**src/rtl/fir_serial.sv**
```systemverilog
// fir_serial: time-multiplexed FIR filter sharing one multiply-accumulate across all taps.
// Run-time programmable coefficients; rounded, saturated output behind valid/ready handshakes.
module fir_serial #(
  parameter int TAPS   = 16,
  parameter int DATA_W = 16,
  parameter int COEF_W = 16,
  parameter int OUT_W  = 24,
  parameter int SHIFT  = 12
) (
  input  logic                       clk,
  input  logic                       rst,
  input  logic                       in_valid,
  output logic                       in_ready,
  input  logic signed [DATA_W-1:0]   in_data,
  output logic                       out_valid,
  input  logic                       out_ready,
  output logic signed [OUT_W-1:0]    out_data,
  output logic                       out_sat,
  input  logic                       coef_we,
  input  logic [$clog2(TAPS)-1:0]    coef_addr,
  input  logic signed [COEF_W-1:0]   coef_data,
  output logic                       busy
);

  localparam int AW     = $clog2(TAPS);
  localparam int PROD_W = DATA_W + COEF_W;
  localparam int ACC_W  = PROD_W + AW;
  localparam int RW     = ACC_W + 1;

  localparam logic signed [RW-1:0] RND = RW'((RW'(1) << SHIFT) >> 1);

  typedef enum logic [1:0] {
    IDLE = 2'd0,
    MAC  = 2'd1,
    OUT  = 2'd2
  } state_t;

  state_t state_reg, state_next;

  logic signed [DATA_W-1:0] hist_reg  [TAPS];
  logic signed [DATA_W-1:0] hist_next [TAPS];
  logic signed [COEF_W-1:0] coef_reg  [TAPS];
  logic signed [COEF_W-1:0] coef_next [TAPS];

  logic signed [ACC_W-1:0]  acc_reg;
  logic signed [ACC_W-1:0]  acc_sum;
  logic [AW-1:0]            idx_reg;
  logic signed [DATA_W-1:0] hist_sel;
  logic signed [COEF_W-1:0] coef_sel;
  logic signed [PROD_W-1:0] prod;
  logic signed [RW-1:0]     rnd_sum;
  logic signed [RW-1:0]     shifted;
  logic signed [OUT_W-1:0]  res_data;
  logic                     res_sat;
  logic signed [OUT_W-1:0]  out_data_reg;
  logic                     out_sat_reg;

  logic accept;
  logic coef_wr;
  logic last_tap;

  // Handshake outputs are pure decodes of the state register.
  always_comb begin
    state_next = state_reg;
    in_ready   = 1'b0;
    out_valid  = 1'b0;
    busy       = 1'b1;
    case (state_reg)
      IDLE: begin
        in_ready = 1'b1;
        busy     = 1'b0;
        if (in_valid) state_next = MAC;
      end
      MAC: begin
        if (idx_reg == AW'(TAPS - 1)) state_next = OUT;
      end
      OUT: begin
        out_valid = 1'b1;
        if (out_ready) state_next = IDLE;
      end
      default: begin
        state_next = IDLE;
      end
    endcase
  end

  assign accept   = (state_reg == IDLE) && in_valid;
  assign coef_wr  = (state_reg == IDLE) && coef_we && (32'(coef_addr) < TAPS);
  assign last_tap = (state_reg == MAC) && (idx_reg == AW'(TAPS - 1));

  genvar gi;
  generate
    for (gi = 0; gi < TAPS; gi++) begin : g_tap
      if (gi == 0) begin : g_head
        assign hist_next[gi] = accept ? in_data : hist_reg[gi];
      end else begin : g_body
        assign hist_next[gi] = accept ? hist_reg[gi-1] : hist_reg[gi];
      end
      assign coef_next[gi] = (coef_wr && (coef_addr == AW'(gi))) ? coef_data : coef_reg[gi];
    end
  endgenerate

  always_ff @(posedge clk or negedge rst) begin
    if (!rst) begin
      for (int k = 0; k < TAPS; k++) begin
        hist_reg[k] <= '0;
        coef_reg[k] <= '0;
      end
    end else begin
      for (int k = 0; k < TAPS; k++) begin
        hist_reg[k] <= hist_next[k];
        coef_reg[k] <= coef_next[k];
      end
    end
  end

  // Single shared multiplier: one tap per MAC cycle, selected by idx.
  assign hist_sel = hist_reg[idx_reg];
  assign coef_sel = coef_reg[idx_reg];
  assign prod     = PROD_W'(hist_sel) * PROD_W'(coef_sel);
  assign acc_sum  = acc_reg + ACC_W'(prod);

  // One guard bit keeps the rounding offset from wrapping the accumulator.
  assign rnd_sum = RW'(acc_sum) + RND;
  assign shifted = rnd_sum >>> SHIFT;

  generate
    if (OUT_W >= RW) begin : g_nosat
      assign res_data = OUT_W'(shifted);
      assign res_sat  = 1'b0;
    end else begin : g_sat
      localparam logic signed [RW-1:0] SAT_MAX = {{(RW-OUT_W+1){1'b0}}, {(OUT_W-1){1'b1}}};
      localparam logic signed [RW-1:0] SAT_MIN = {{(RW-OUT_W+1){1'b1}}, {(OUT_W-1){1'b0}}};
      always_comb begin
        res_data = shifted[OUT_W-1:0];
        res_sat  = 1'b0;
        if (shifted > SAT_MAX) begin
          res_data = SAT_MAX[OUT_W-1:0];
          res_sat  = 1'b1;
        end else if (shifted < SAT_MIN) begin
          res_data = SAT_MIN[OUT_W-1:0];
          res_sat  = 1'b1;
        end
      end
    end
  endgenerate

  always_ff @(posedge clk or negedge rst) begin
    if (!rst) begin
      state_reg    <= IDLE;
      acc_reg      <= '0;
      idx_reg      <= '0;
      out_data_reg <= '0;
      out_sat_reg  <= 1'b0;
    end else begin
      state_reg <= state_next;
      if (accept) begin
        acc_reg <= '0;
        idx_reg <= '0;
      end else if (state_reg == MAC) begin
        acc_reg <= acc_sum;
        idx_reg <= idx_reg + AW'(1);
      end
      // Result is captured from the final sum, so it is ready the cycle OUT begins.
      if (last_tap) begin
        out_data_reg <= res_data;
        out_sat_reg  <= res_sat;
      end
    end
  end

  assign out_data = out_data_reg;
  assign out_sat  = out_sat_reg;

endmodule

```
**config.mk**
```make
export PLATFORM = sky130hd
export DESIGN_NAME = fir_serial
export DESIGN_NICKNAME = d
export VERILOG_FILES = /design/src/rtl/fir_serial.sv
export SDC_FILE = /design/constraint.sdc
export NUM_CORES = 2
export LEC_CHECK = 0
export BUFFER_PORTS_ARGS = -buffer_cell sky130_fd_sc_hd__buf_2
export CORE_ASPECT_RATIO = 0.5
export CORE_MARGIN = 2
export CORE_UTILIZATION = 35
export CTS_BUF_LIST = sky130_fd_sc_hd__clkbuf_8
export CTS_CLUSTER_SIZE = 20
export DETAILED_ROUTE_END_ITERATION = 8
export PLACE_DENSITY_LB_ADDON = 0.1
export SYNTH_ARGS = -nofsm -noshare
export SYNTH_HDL_FRONTEND = slang
export SYNTH_SLANG_ARGS = --single-unit
```
**constraint.sdc**
```tcl
create_clock -name clk -period 14.9 [get_ports clk]
set_clock_uncertainty 0.2 [all_clocks]
set_input_delay 2.98 -clock clk [delete_from_list [all_inputs] [get_ports clk]]
set_output_delay 2.98 -clock clk [all_outputs]
set_load 0.01 [all_outputs]
```
# After elaboration in Yosys (flattened, before gate mapping)
# Index checks and enable logic that the tools add are counted.
# op_classes
n_eq_ne	21
reduce_logical	23
mux	21
multipliers	1
n_addsub	3
magnitude_cmp	3
n_bitwise	1
# op_table
cell	count
16-bit binary-select mux with 4-bit select	2
36-bit two-way mux	2
16-bit two-way mux	4
24-bit two-way mux	2
36-bit by 13-bit adder with 37-bit output, second input constant	1
36-bit by 32-bit adder with 36-bit output	1
4-bit equality test, second input constant	9
16-bit by 16-bit multiplier with 32-bit output	1
25-bit by 24-bit > comparator with 1-bit output, second input constant	1
25-bit by 24-bit < comparator with 1-bit output, second input constant	1
1-bit logical AND	19
4-bit by 3-bit equality test with 1-bit output, second input constant	4
4-bit by 2-bit equality test with 1-bit output, second input constant	2
4-bit two-way mux	2
2-bit two-way mux	3
2-bit != test, second input constant	3
2-bit case mux with 3 select lines	1
5-bit greater-or-equal comparator, second input constant	1
1-bit two-way mux	5
4-bit NOT with 5-bit output	1
4-bit by 1-bit adder with 4-bit output, second input constant	1
4-bit by 1-bit equality test with 1-bit output, second input constant	1
4-bit logical NOT	1
3-bit AND reduction	1
other kinds (4)	4
# word_totals
word_cells	110
in_bits	41
register_bits	579

# Logic depth before layout (Yosys ltp)
# depth
depth_word	10
mapped_depth	36
ltp_nobuf	29

# Least setup slack after synthesis
# No wires, ideal clock.
# synth_timing
kind	register -> register
from	reg idx_reg[0]
to	reg out_data_reg[10], in the netlist out_data[10]
required_time_ps	14570
t_arrival_ps	9204
setup_slack_ps	5366
path_stages_with_launch	32
setup_ps	130
path_cell_list	dfrtp_1 > buf_4 > buf_8 > clkbuf_1 > buf_1 > mux4_2 > mux2_2 > o21ai_1 > nor2_1 > fa_1 > inv_1 > fa_1 > fa_1 > inv_1 > fa_1 > fa_1 > inv_1 > fa_1 > inv_1 > ha_1 > buf_2 > o21a_1 > o21a_1 > o41ai_1 > a211oi_2 > a21oi_1 > xor2_1 > or4_4 > nor4_4 > a31o_4 > buf_8 > o211ai_2
# synth_between
elab_chain_len	10
# synth_lines
element	line	text
start, declared	47	logic [AW-1:0] idx_reg;
start signal, assigned	162	idx_reg <= idx_reg + AW'(1);
4-bit NOT with 5-bit output (implied by the code)	118, 119	
16-bit binary-select mux with 4-bit select, on equally long branches	118, 119	
16-bit two-way mux, on equally long branches (2 in a row)	118, 119	
16-bit by 16-bit multiplier with 32-bit output	120	assign prod = PROD_W'(hist_sel) * PROD_W'(coef_sel);
36-bit by 32-bit adder with 36-bit output	121	assign acc_sum = acc_reg + ACC_W'(prod);
36-bit by 13-bit adder with 37-bit output	124	assign rnd_sum = RW'(acc_sum) + RND;
25-bit by 24-bit < comparator with 1-bit output	140	end else if (shifted < SAT_MIN) begin
24-bit two-way mux	140	
24-bit two-way mux	137	if (shifted > SAT_MAX) begin
end signal, assigned	166	out_data_reg <= res_data;
end, declared	55	logic signed [OUT_W-1:0] out_data_reg;
# Several ways; a longest one is shown, not always the timed one. The select of a mux whose other input is x is not followed.
# A chain may end at the register's enable or synchronous reset.

# Worst setup path after layout
# layout_timing
from	reg idx_reg[0]
to	reg out_data_reg[0], in the netlist out_data[0]
# The elaborated chain is that of the path after synthesis.

==> summary.txt <==
Vias/cell = 4.92
Global Route Usage Sum = 18.7%
Critical path peak fanout = 36
Seq. cell area = 14500 um^2
Clock-pin slew on the worst setup and hold paths = 0.07 ns
Final-report setup violation count = 0
Hold WS = 0.270 ns
Longest Clk Path Bufs = 3
WP data arrival = 11.10 ns
Final #Nets = 4132
Post-synth EDFFs = 0
Pre-Repair DR Iteration Count = 5
Tcrit/Tclk final = 71.2%
PortBufs = 68
Drt wl/cell = 19.7 um
Seq/Total Area, Yosys = 37.7%
Synth Register Bits = 579
Die W = 472 um
Initial antenna violation count = 4
CP required = 15.39 ns
# rows = 85
Final Hold Violating Endpoints = 0
Ys Warns = 0
F_max = 94.2 MHz
Proportion of layout cells with a drive suffix above 1 = 19.7%
Max Cap Violations = 0
Die ar. = 113000 um^2
Multi-input logic area = 21700 um^2
Slew of the pin with the lowest slew margin = 1.14 ns
Sink Count = 579
H-tree level count = 3
Vias in the first global route = 27.1k
Endpoint, Worst Hold = hist_reg[180]
Syn_area_per_cell = 10.5 um^2
Crit path launch type = flop
Max-slew headroom = 23.2%
Cts repair resizes = 0
Ys flop type = dfrtp_1
Largest net degree at the start of global routing = 94
Remaining antenna violation count after routing = 0
RePlAce Congestion = 0.822
Core area = 108000 um^2
Global route total overflow = 0
Post-route minimum period = 10.61 ns
Cts bufs inserted = 94
Post-synthesis async set-or-reset flop share = 100%
Post-Syn Area = 38400 um^2
Max Slew Vio Count = 0
Crit Path Category = reg2reg
First-pass GRT wire length = 164000 um
Status = complete, no violations
Initial DRC Count = 1762
Filler Cells Inserted = 10.5k
Dpl hpwl = 70500 um
Reg-to-reg startpoint = idx_reg[0]
Starting Density = 35.5%
Total vias in the final route = 25.4k
P&R area growth vs syn = 9.69%
Crit. End Element = flop
CTS Root Cell = clkbuf_8
Die Y = 238 um
FF-to-FF End = out_data[0]
Worst Hold Class = reg2reg
CTS tree = done
R2r worst-path depth = 24
Setup TNS = 0 ns
DRC viols = 0
Yosys cell types = 77
RSZ-0062 raised after global routing = false
Mapped Cells = 3643
Post-CTS Hold Fix Bufs = 0
Setup Buffers After CTS = 0
I/O pin count = 69
Worst skew pair latency = 0.77 ns
Total routed wirelength = 102000 um
Syn Nets = 4107
R2R Setup Slk = 4.29 ns
Worst hold stages = 2
Min-delay src = hist_reg[196]
==> metal layers <==
layer  GRT usage (%)  vias to the layer above  wire [um]
li1                -                    11865          -
met1            27.9                    13014      51200
met2            28.8                      446      44800
met3            2.76                      124       3880
met4            4.44                        0       1850
met5               0                        -          0
==> area by class of cell <==
cell class | count | area share [%]
multi-input cells | 2479 | 51.5
clock inverters | 47 | 0.627
well taps | 1435 | 4.26
inverters | 389 | 3.47
flip-flops and latches | 579 | 34.4
clock buffers | 118 | 3.86
diodes | 3 | 0.0178
repair buffers | 125 | 1.85
==> worst max path at each step <==
| stage | startpoint | end | slack, ns | depth (start not counted) |
|---|---|---|---|---|
| 6_report | idx_reg[0] | out_data[0] | 4.29 | 24 |
| 2_1_floorplan | idx_reg[0] | out_data[10] | 5.37 | 31 |
| 5_1_grt | idx_reg[0] | out_data[0] | 3.64 | 26 |
| 3_5_place_dp | idx_reg[0] | out_data[0] | 4.13 | 26 |
| 4_1_cts | idx_reg[0] | out_data[0] | 4.14 | 26 |
| 3_3_place_gp | idx_reg[0] | out_data[0] | 4.13 | 26 |
==> placed cells by master, fill, tap and decap left out, types with 6 or more instances in the layout <==
cell type  instances
mux2i_1           30
clkbuf_8         118
a21o_1            14
nor2_2             6
nor2_1           192
dfrtp_1          575
ha_1             109
buf_4             57
fa_1             314
mux2_2           281
xnor2_1           39
o21a_1            15
buf_2             67
o21ai_0           48
and2_1            10
nor2b_1           10
o21ai_1           31
o211ai_1           8
nand3_1           51
nor3_1            12
nand4_1            9
clkinv_2           9
o211ai_2          13
inv_1            419
nor3_2             6
a21oi_1           36
a31oi_1           10
xor2_1            14
a31oi_2            6
mux4_2           135
nand2b_1          19
nand2_1          956
or3_1              7
and3_1            11
or2_2              6
==> critical path: stages (launching register included) <==
cell and delay (ns):
dfrtp_4 0.93, buf_4 0.75, mux4_2 0.59, mux2_2 0.31, o21ai_1 0.88, nor2_1 0.15
fa_1 0.60, fa_1 0.43, fa_1 0.54, fa_1 0.46, fa_1 0.49, inv_1 0.05
fa_1 0.48, inv_1 0.04, ha_1 0.43, a21oi_1 0.47, nand2b_1 0.11, o21ai_1 0.28
a31oi_2 0.21, xnor2_1 0.27, or3_1 0.40, or4_1 0.42, nor4b_2 0.26, nand3_1 0.51
o211ai_2 0.23
==> metrics by stage <==
stage / worst slack, ns / instances / area, um^2 / utilization, %
floorplan: 5.37 / 3643 / 38400 / -
global placement: 4.13 / 5007 / 40200 / 37.2
detailed placement: 4.13 / 5007 / 40200 / 37.2
CTS: 4.14 / 5172 / 42100 / 38.9
global route: 3.64 / 5173 / 42100 / 38.9
finish: 4.29 / 5175 / 42100 / 38.9
==> synth_stat cells (11+ instances only) <==
| library cell | n | area share [%] |
|---|---|---|
| mux4_2 | 135 | 7.9 |
| o21ai_0 | 54 | 0.70 |
| buf_1 | 13 | 0.13 |
| and3_1 | 11 | 0.18 |
| a21oi_1 | 36 | 0.47 |
| nand2_1 | 957 | 9.4 |
| nand2b_1 | 20 | 0.33 |
| o21a_1 | 15 | 0.29 |
| fa_1 | 314 | 16 |
| nor3_1 | 14 | 0.18 |
| o21ai_1 | 27 | 0.35 |
| o211ai_2 | 13 | 0.42 |
| ha_1 | 109 | 3.6 |
| buf_2 | 15 | 0.20 |
| xor2_1 | 14 | 0.32 |
| dfrtp_1 | 579 | 38 |
| inv_1 | 388 | 3.8 |
| mux2_2 | 281 | 8.2 |
| clkbuf_1 | 161 | 1.6 |
| mux2i_1 | 30 | 0.78 |
| xnor2_1 | 39 | 0.89 |
| nand3_1 | 51 | 0.66 |
| nor2_1 | 198 | 1.9 |
| a21o_1 | 14 | 0.27 |
==> logic make-up after synthesis <==
kind of cell             after synthesis  share of synthesized area, %
AND/OR/NAND/NOR                     1326                          14.1
adder cells (fa/ha/maj)              423                          19.9
XOR/XNOR                              53                          1.21
flip-flops                           579                          37.7
AO/OA/AOI/OAI                        231                          4.19
buffers and inverters                585                          5.90
multiplexers                         446                          16.9
Power is not shown: default switching activity piles up to over one toggle a cycle in this logic, so the estimate is an artifact.
